`config.mk`:
```
export PLATFORM = sky130hd
export DESIGN_NAME = sonic_dist_filter
export DESIGN_NICKNAME = d
export VERILOG_FILES = /design/src/rtl/sonic_dist_filter.sv
export SDC_FILE = /design/constraint.sdc
export NUM_CORES = 1
export LEC_CHECK = 0
export ABC_AREA = 1
export CORE_ASPECT_RATIO = 1.4
export CORE_UTILIZATION = 40
export CTS_BUF_LIST = sky130_fd_sc_hd__clkbuf_8
export CTS_CLUSTER_SIZE = 25
export DETAILED_ROUTE_END_ITERATION = 10
export PLACE_DENSITY_LB_ADDON = 0.05
export SLEW_MARGIN = 20
export SYNTH_ARGS = -nofsm -noshare
export SYNTH_HDL_FRONTEND = slang
export SYNTH_SLANG_ARGS = --single-unit
```
`constraint.sdc`:
```
create_clock -name clk -period 17.6 [get_ports clk]
set_clock_uncertainty 0.1 [all_clocks]
set_input_delay 3.52 -clock clk [delete_from_list [all_inputs] [get_ports clk]]
set_output_delay 3.52 -clock clk [all_outputs]
set_load 0.1 [all_outputs]
```
`src/rtl/sonic_dist_filter.sv`:
```
// Filters the ranging stage's raw distance: range gating, 4-sample moving average,
// hysteresis obstacle flag with N-sample confirmation and a sensor-lost detector.
module sonic_dist_filter #(
   parameter int SAMPLE_CYCLES = 10000000,
   parameter int MAX_CM        = 400,
   parameter int NEAR_CM       = 10,
   parameter int FAR_CM        = 15,
   parameter int CONFIRM       = 2,
   parameter int MISS_LIMIT    = 3
) (
   input  logic        clk,
   input  logic        rst,
   input  logic [19:0] dist_in,
   output logic [19:0] dist_avg,
   output logic        filt_valid,
   output logic        obstacle,
   output logic        sensor_lost
);

   localparam int TW = (SAMPLE_CYCLES > 1) ? $clog2(SAMPLE_CYCLES) : 1;
   localparam logic [TW-1:0] TICK_LAST = TW'(SAMPLE_CYCLES - 1);
   localparam logic [19:0]   MAX_V     = 20'(MAX_CM);
   localparam logic [19:0]   NEAR_V    = 20'(NEAR_CM);
   localparam logic [19:0]   FAR_V     = 20'(FAR_CM);
   localparam logic [3:0]    CONF_V    = 4'(CONFIRM);
   localparam logic [3:0]    MISS_V    = 4'(MISS_LIMIT);

   typedef enum logic [1:0] {CLEAR, BLOCKED, LOST} state_t;

   logic [19:0]      q1, q2;
   logic [TW-1:0]    tick_cnt;
   logic             pend;
   logic [3:0][19:0] win;
   logic [21:0]      sum;
   logic [2:0]       fill;
   logic [3:0]       miss;
   logic             upd;
   state_t           state;
   logic [3:0]       cnt;

   logic        wrap, consume, sample_ok, lost_rise, lost_fall, eval;
   logic [3:0]  miss_nx;
   logic [19:0] oldest, avg;
   logic [21:0] sum_nx;

   assign wrap      = (tick_cnt == TICK_LAST);
   // the input is asynchronous and slow; only sample when two captures agree
   assign consume   = pend && (q1 == q2);
   assign sample_ok = (q2 != 20'd0) && (q2 <= MAX_V);
   assign miss_nx   = (miss == MISS_V) ? miss : miss + 4'd1;
   assign lost_rise = consume && !sample_ok && (miss_nx == MISS_V) && !sensor_lost;
   assign lost_fall = consume && sample_ok && sensor_lost;
   assign oldest    = (fill == 3'd4) ? win[3] : 20'd0;
   assign sum_nx    = sum + {2'b00, q2} - {2'b00, oldest};
   assign eval      = upd && (fill == 3'd4);
   assign avg       = sum[21:2];

   always_ff @(posedge clk or posedge rst) begin
      if (rst) begin
         q1          <= '0;
         q2          <= '0;
         tick_cnt    <= '0;
         pend        <= 1'b0;
         win         <= '0;
         sum         <= '0;
         fill        <= '0;
         miss        <= '0;
         upd         <= 1'b0;
         dist_avg    <= '0;
         filt_valid  <= 1'b0;
         sensor_lost <= 1'b0;
      end else begin
         q1         <= dist_in;
         q2         <= q1;
         tick_cnt   <= wrap ? '0 : tick_cnt + TW'(1);
         pend       <= wrap || (pend && !consume);
         upd        <= consume && sample_ok;
         filt_valid <= 1'b0;
         if (eval) begin
            dist_avg   <= avg;
            filt_valid <= 1'b1;
         end
         if (consume) begin
            if (sample_ok) begin
               win         <= {win[2:0], q2};
               sum         <= sum_nx;
               fill        <= (fill == 3'd4) ? fill : fill + 3'd1;
               miss        <= '0;
               sensor_lost <= 1'b0;
            end else begin
               miss <= miss_nx;
               if (lost_rise) begin
                  // losing the sensor forces a fresh warm-up
                  sensor_lost <= 1'b1;
                  win         <= '0;
                  sum         <= '0;
                  fill        <= '0;
               end
            end
         end
      end
   end

   always_ff @(posedge clk or posedge rst) begin
      if (rst) begin
         state    <= CLEAR;
         cnt      <= '0;
         obstacle <= 1'b0;
      end else if (lost_rise) begin
         state    <= LOST;
         cnt      <= '0;
         obstacle <= 1'b1;
      end else begin
         case (state)
            CLEAR: if (eval) begin
               if (avg < NEAR_V) begin
                  if (cnt + 4'd1 >= CONF_V) begin
                     state    <= BLOCKED;
                     cnt      <= '0;
                     obstacle <= 1'b1;
                  end else cnt <= cnt + 4'd1;
               end else cnt <= '0;
            end
            BLOCKED: if (eval) begin
               if (avg > FAR_V) begin
                  if (cnt + 4'd1 >= CONF_V) begin
                     state    <= CLEAR;
                     cnt      <= '0;
                     obstacle <= 1'b0;
                  end else cnt <= cnt + 4'd1;
               end else cnt <= '0;
            end
            LOST: if (lost_fall) begin
               // fail-safe: stay blocked until far averages are confirmed
               state <= BLOCKED;
               cnt   <= '0;
            end
            default: begin
               state    <= CLEAR;
               cnt      <= '0;
               obstacle <= 1'b0;
            end
         endcase
      end
   end

endmodule
```
==> key figures <==
Clock tree
  – CTS Buffer Depth: 3
  – Clk_lat worst skew: around 0.50 ns
  – Hold buffers post-CTS: 0
  – Sinks on Clock Net: between 200 and 250
  – Cts repair resizes: 0
  – CTS H-Tree Depth: 2
  – CTS Root Cell: clkbuf_8
  – Clock-pin slew on the worst setup and hold paths: 0.06 ns
  – Setup bufs post-CTS: 0
  – CTS tree: done
  – CTS Buf Count: 34

Floorplanning
  – IO Pins: between 40 and 50
  – Die area: about 26,000 um2
  – Rows: 68
  – Die height: roughly 190 um
  – Initial Utilization: 40.66%
  – Die width: around 140 um
  – CORE AREA: 24,670 um2

Power and ir drop
  – Lkg Pwr: roughly 5.6 nW
  – P per Cell Area: about 85 nW/um2
  – VDD IR-drop max: slightly above 0.06 mV

Route
  – Via density: approximately 4.8
  – Initial DRC Count: ~360
  – Drc violations: 0
  – ANT nets after route: 0
  – WL/cell: between 10 and 15 um
  – DRT Wirelength: 21,640 um
  – DR vias: between 7k and 8k
  – Drt pass-1 iters: 4

Critical path
  – Worst Setup Start Kind: flip-flop
  – R2R setup slack: ~14 ns
  – Crit path max fanout: 3
  – Ordered cell list for the critical path: clkdlybuf4s50_1
  – Crit end category: output pin
  – R2R Path End: sum[14]
  – Register-to-Register Path Depth: 15
  – Slowest cell delay on critical path: 1.14 ns
  – Crit path max-delay family: buffers and inverters
  – Critical-path top delay cell: clkdlybuf4s50_1
  – Worst endpoint required time: 13.98 ns
  – Buf+Inv Stages, Crit Path: 1
  – Reg-to-Reg Start: fill[0]
  – WP data arrival: a little over 2 ns
  – WS Path Type: flip-flop to output pin

Outcome
  – Status: finished, final reports clean

Logic synthesis
  – Synthesized area per cell: approximately 8.8 um2
  – #FFs+latches synth: 204
  – Number of unique standard cell types used by synthesis: 41
  – Mapped cell area: 10,030 um2
  – Commonest cells post-synth: 238 x inv_1, 207 x nand2_1, 204 x dfrtp_1
  – Syn_nets: between 1k and 1.5k
  – Post-synth top area share: between 50% and 60%
  – Asr flop ratio synth: 100.0%
  – Area contributors post-synth: dfrtp_1 51%, inv_1 8.9%, nand2_1 7.7%
  – Cell type with the largest total area after synthesis: dfrtp_1
  – Top-count cell post-synth: inv_1
  – Yosys warns: 0
  – Gate Count Post-Synth: about 1.1k
  – Register area share after synthesis: about half
  – Post-synth EDFFs: 0
  – Post-synth top flop: dfrtp_1

Placed design
  – RePlAce Congestion: ~0.86
  – Pre-CTS setup slack: about 12 ns
  – Cells after DPL: roughly 1.5k
  – DP Wirelength: roughly 15,000 um
  – Port Buffer Count: 44

STA
  – Slew headroom: about 34%
  – Minimum clock period: ~5.6 ns
  – RSZ-0062 raised after global routing: no
  – Fmax: approximately 0.18 GHz
  – Setup Viol. Count Final: 0
  – Worst Tran Pin Value: 0.9905 ns
  – Final Hold Vio Count: 0
  – Final worst slack: between 10 and 15 ns
  – Final Cycle Share: 32.04%
  – Setup TNS Final: 0 ns
  – Fin. max-slew vios: 0

Finish
  – Share of layout cells above drive strength 1: 6.454%
  – P&R area growth vs syn: 14.11%
  – Layout Cells excl Fill: between 1.5k and 2k
  – Final nets: ~1.3k
  – Area of the multi-input gates: roughly 3800 um2
  – Fillers: roughly 2.5k
  – Final core occ: a little under half
  – Register area: about 5000 um2
  – Antenna cells: 0

Hold path
  – Hold Crit Start: q1[5]
  – Hold depth: 0
  – WHS Endpoint: q2[5]
  – Hold Crit Class: flip-flop to flip-flop

Global route
  – Total grt overflow: 0
  – Initial antenna violation count: 0
  – Vias in the first global route: between 7k and 8k
  – Largest net degree at the start of global routing: roughly 140
  – GRT Util Overall: a little under a fifth
  – First-pass GRT wire length: between 30,000 and 40,000 um

Job
  – Max-cap check violation count: 0
[logic make-up after synthesis]
group,Yosys count,synth area share (%)
and+or+nand+nor,391,16.75
buffers and inverters,277,10.89
DFF,204,50.89
AOI/OAI and AO/OA,189,10.99
adders and majority gates,49,7.608
xor gates and xnor gates,33,2.881
[where the power goes]
group	leakage, nW	internal [mW]	switching (mW)
clock network	0.397	0.240	0.186
registers	2.74	0.474	0.00420
logic	2.44	0.0237	0.0428
total	5.58	0.738	0.233
[metrics by stage]
stage          area (um2)  total power, mW  hold WS (ns)
5_1_grt             11450            1.020        0.3082
4_1_cts             11450           0.9911        0.2953
2_1_floorplan       10030           0.5335        0.2727
3_5_place_dp        10750           0.5545        0.2826
3_3_place_gp        10750           0.5541        0.2777
6_report            11450           0.9705        0.2916
[cell type report]
class,instances,area share [%]
inverters,251,8.296
repair buffers,48,4.110
flip-flops and latches,204,44.60
multi-input cells,662,33.50
clock buffers,41,4.930
well taps,315,3.443
clock inverters,18,1.126
[worst max path at each step]
| stage | start | endpoint | depth (start not counted) |
|---|---|---|---|
| finish | sensor_lost | sensor_lost | 1 |
| global route | sensor_lost | sensor_lost | 1 |
| CTS | sensor_lost | sensor_lost | 1 |
| detailed placement | rst | win[65] | 3 |
| global placement | rst | win[45] | 3 |
| floorplan | rst | cnt[0] | 1 |
[sequential cells by signal, summed over array words and instances (netlist names), 2 cells and up]
register / cells
cnt: 4
dist_avg: 20
fill: 3
miss: 4
q1: 20
q2: 20
state: 2
sum: 22
tick_cnt: 24
win: 80
[routing by layer]
| layer | global-route usage, % | up-vias | share of wire [%] |
|---|---|---|---|
| met3 | 2.838 | 35 | 3.4 |
| met4 | 5.964 | 0 | 2.2 |
| met5 | 0 | - | 0 |
| met2 | 29.55 | 119 | 48 |
| met1 | 24.22 | 3487 | 47 |
| li1 | - | 3758 | - |
[cell usage in the layout, fill, tap and decap left out, types with 13 or more instances in the layout]
cell type and count:
a21oi_1 30, nor3_1 13, ha_1 29, xnor2_1 16, o22ai_1 76, nand3_1 42, nand2_1 207, nand4_1 18
clkdlybuf4s50_1 44, o21ai_0 61, fa_1 20, inv_1 248, dfrtp_1 204, clkbuf_8 41, inv_2 13, xor2_1 17
nor2_1 86
Note: power is estimated with default switching activity, not from simulation.
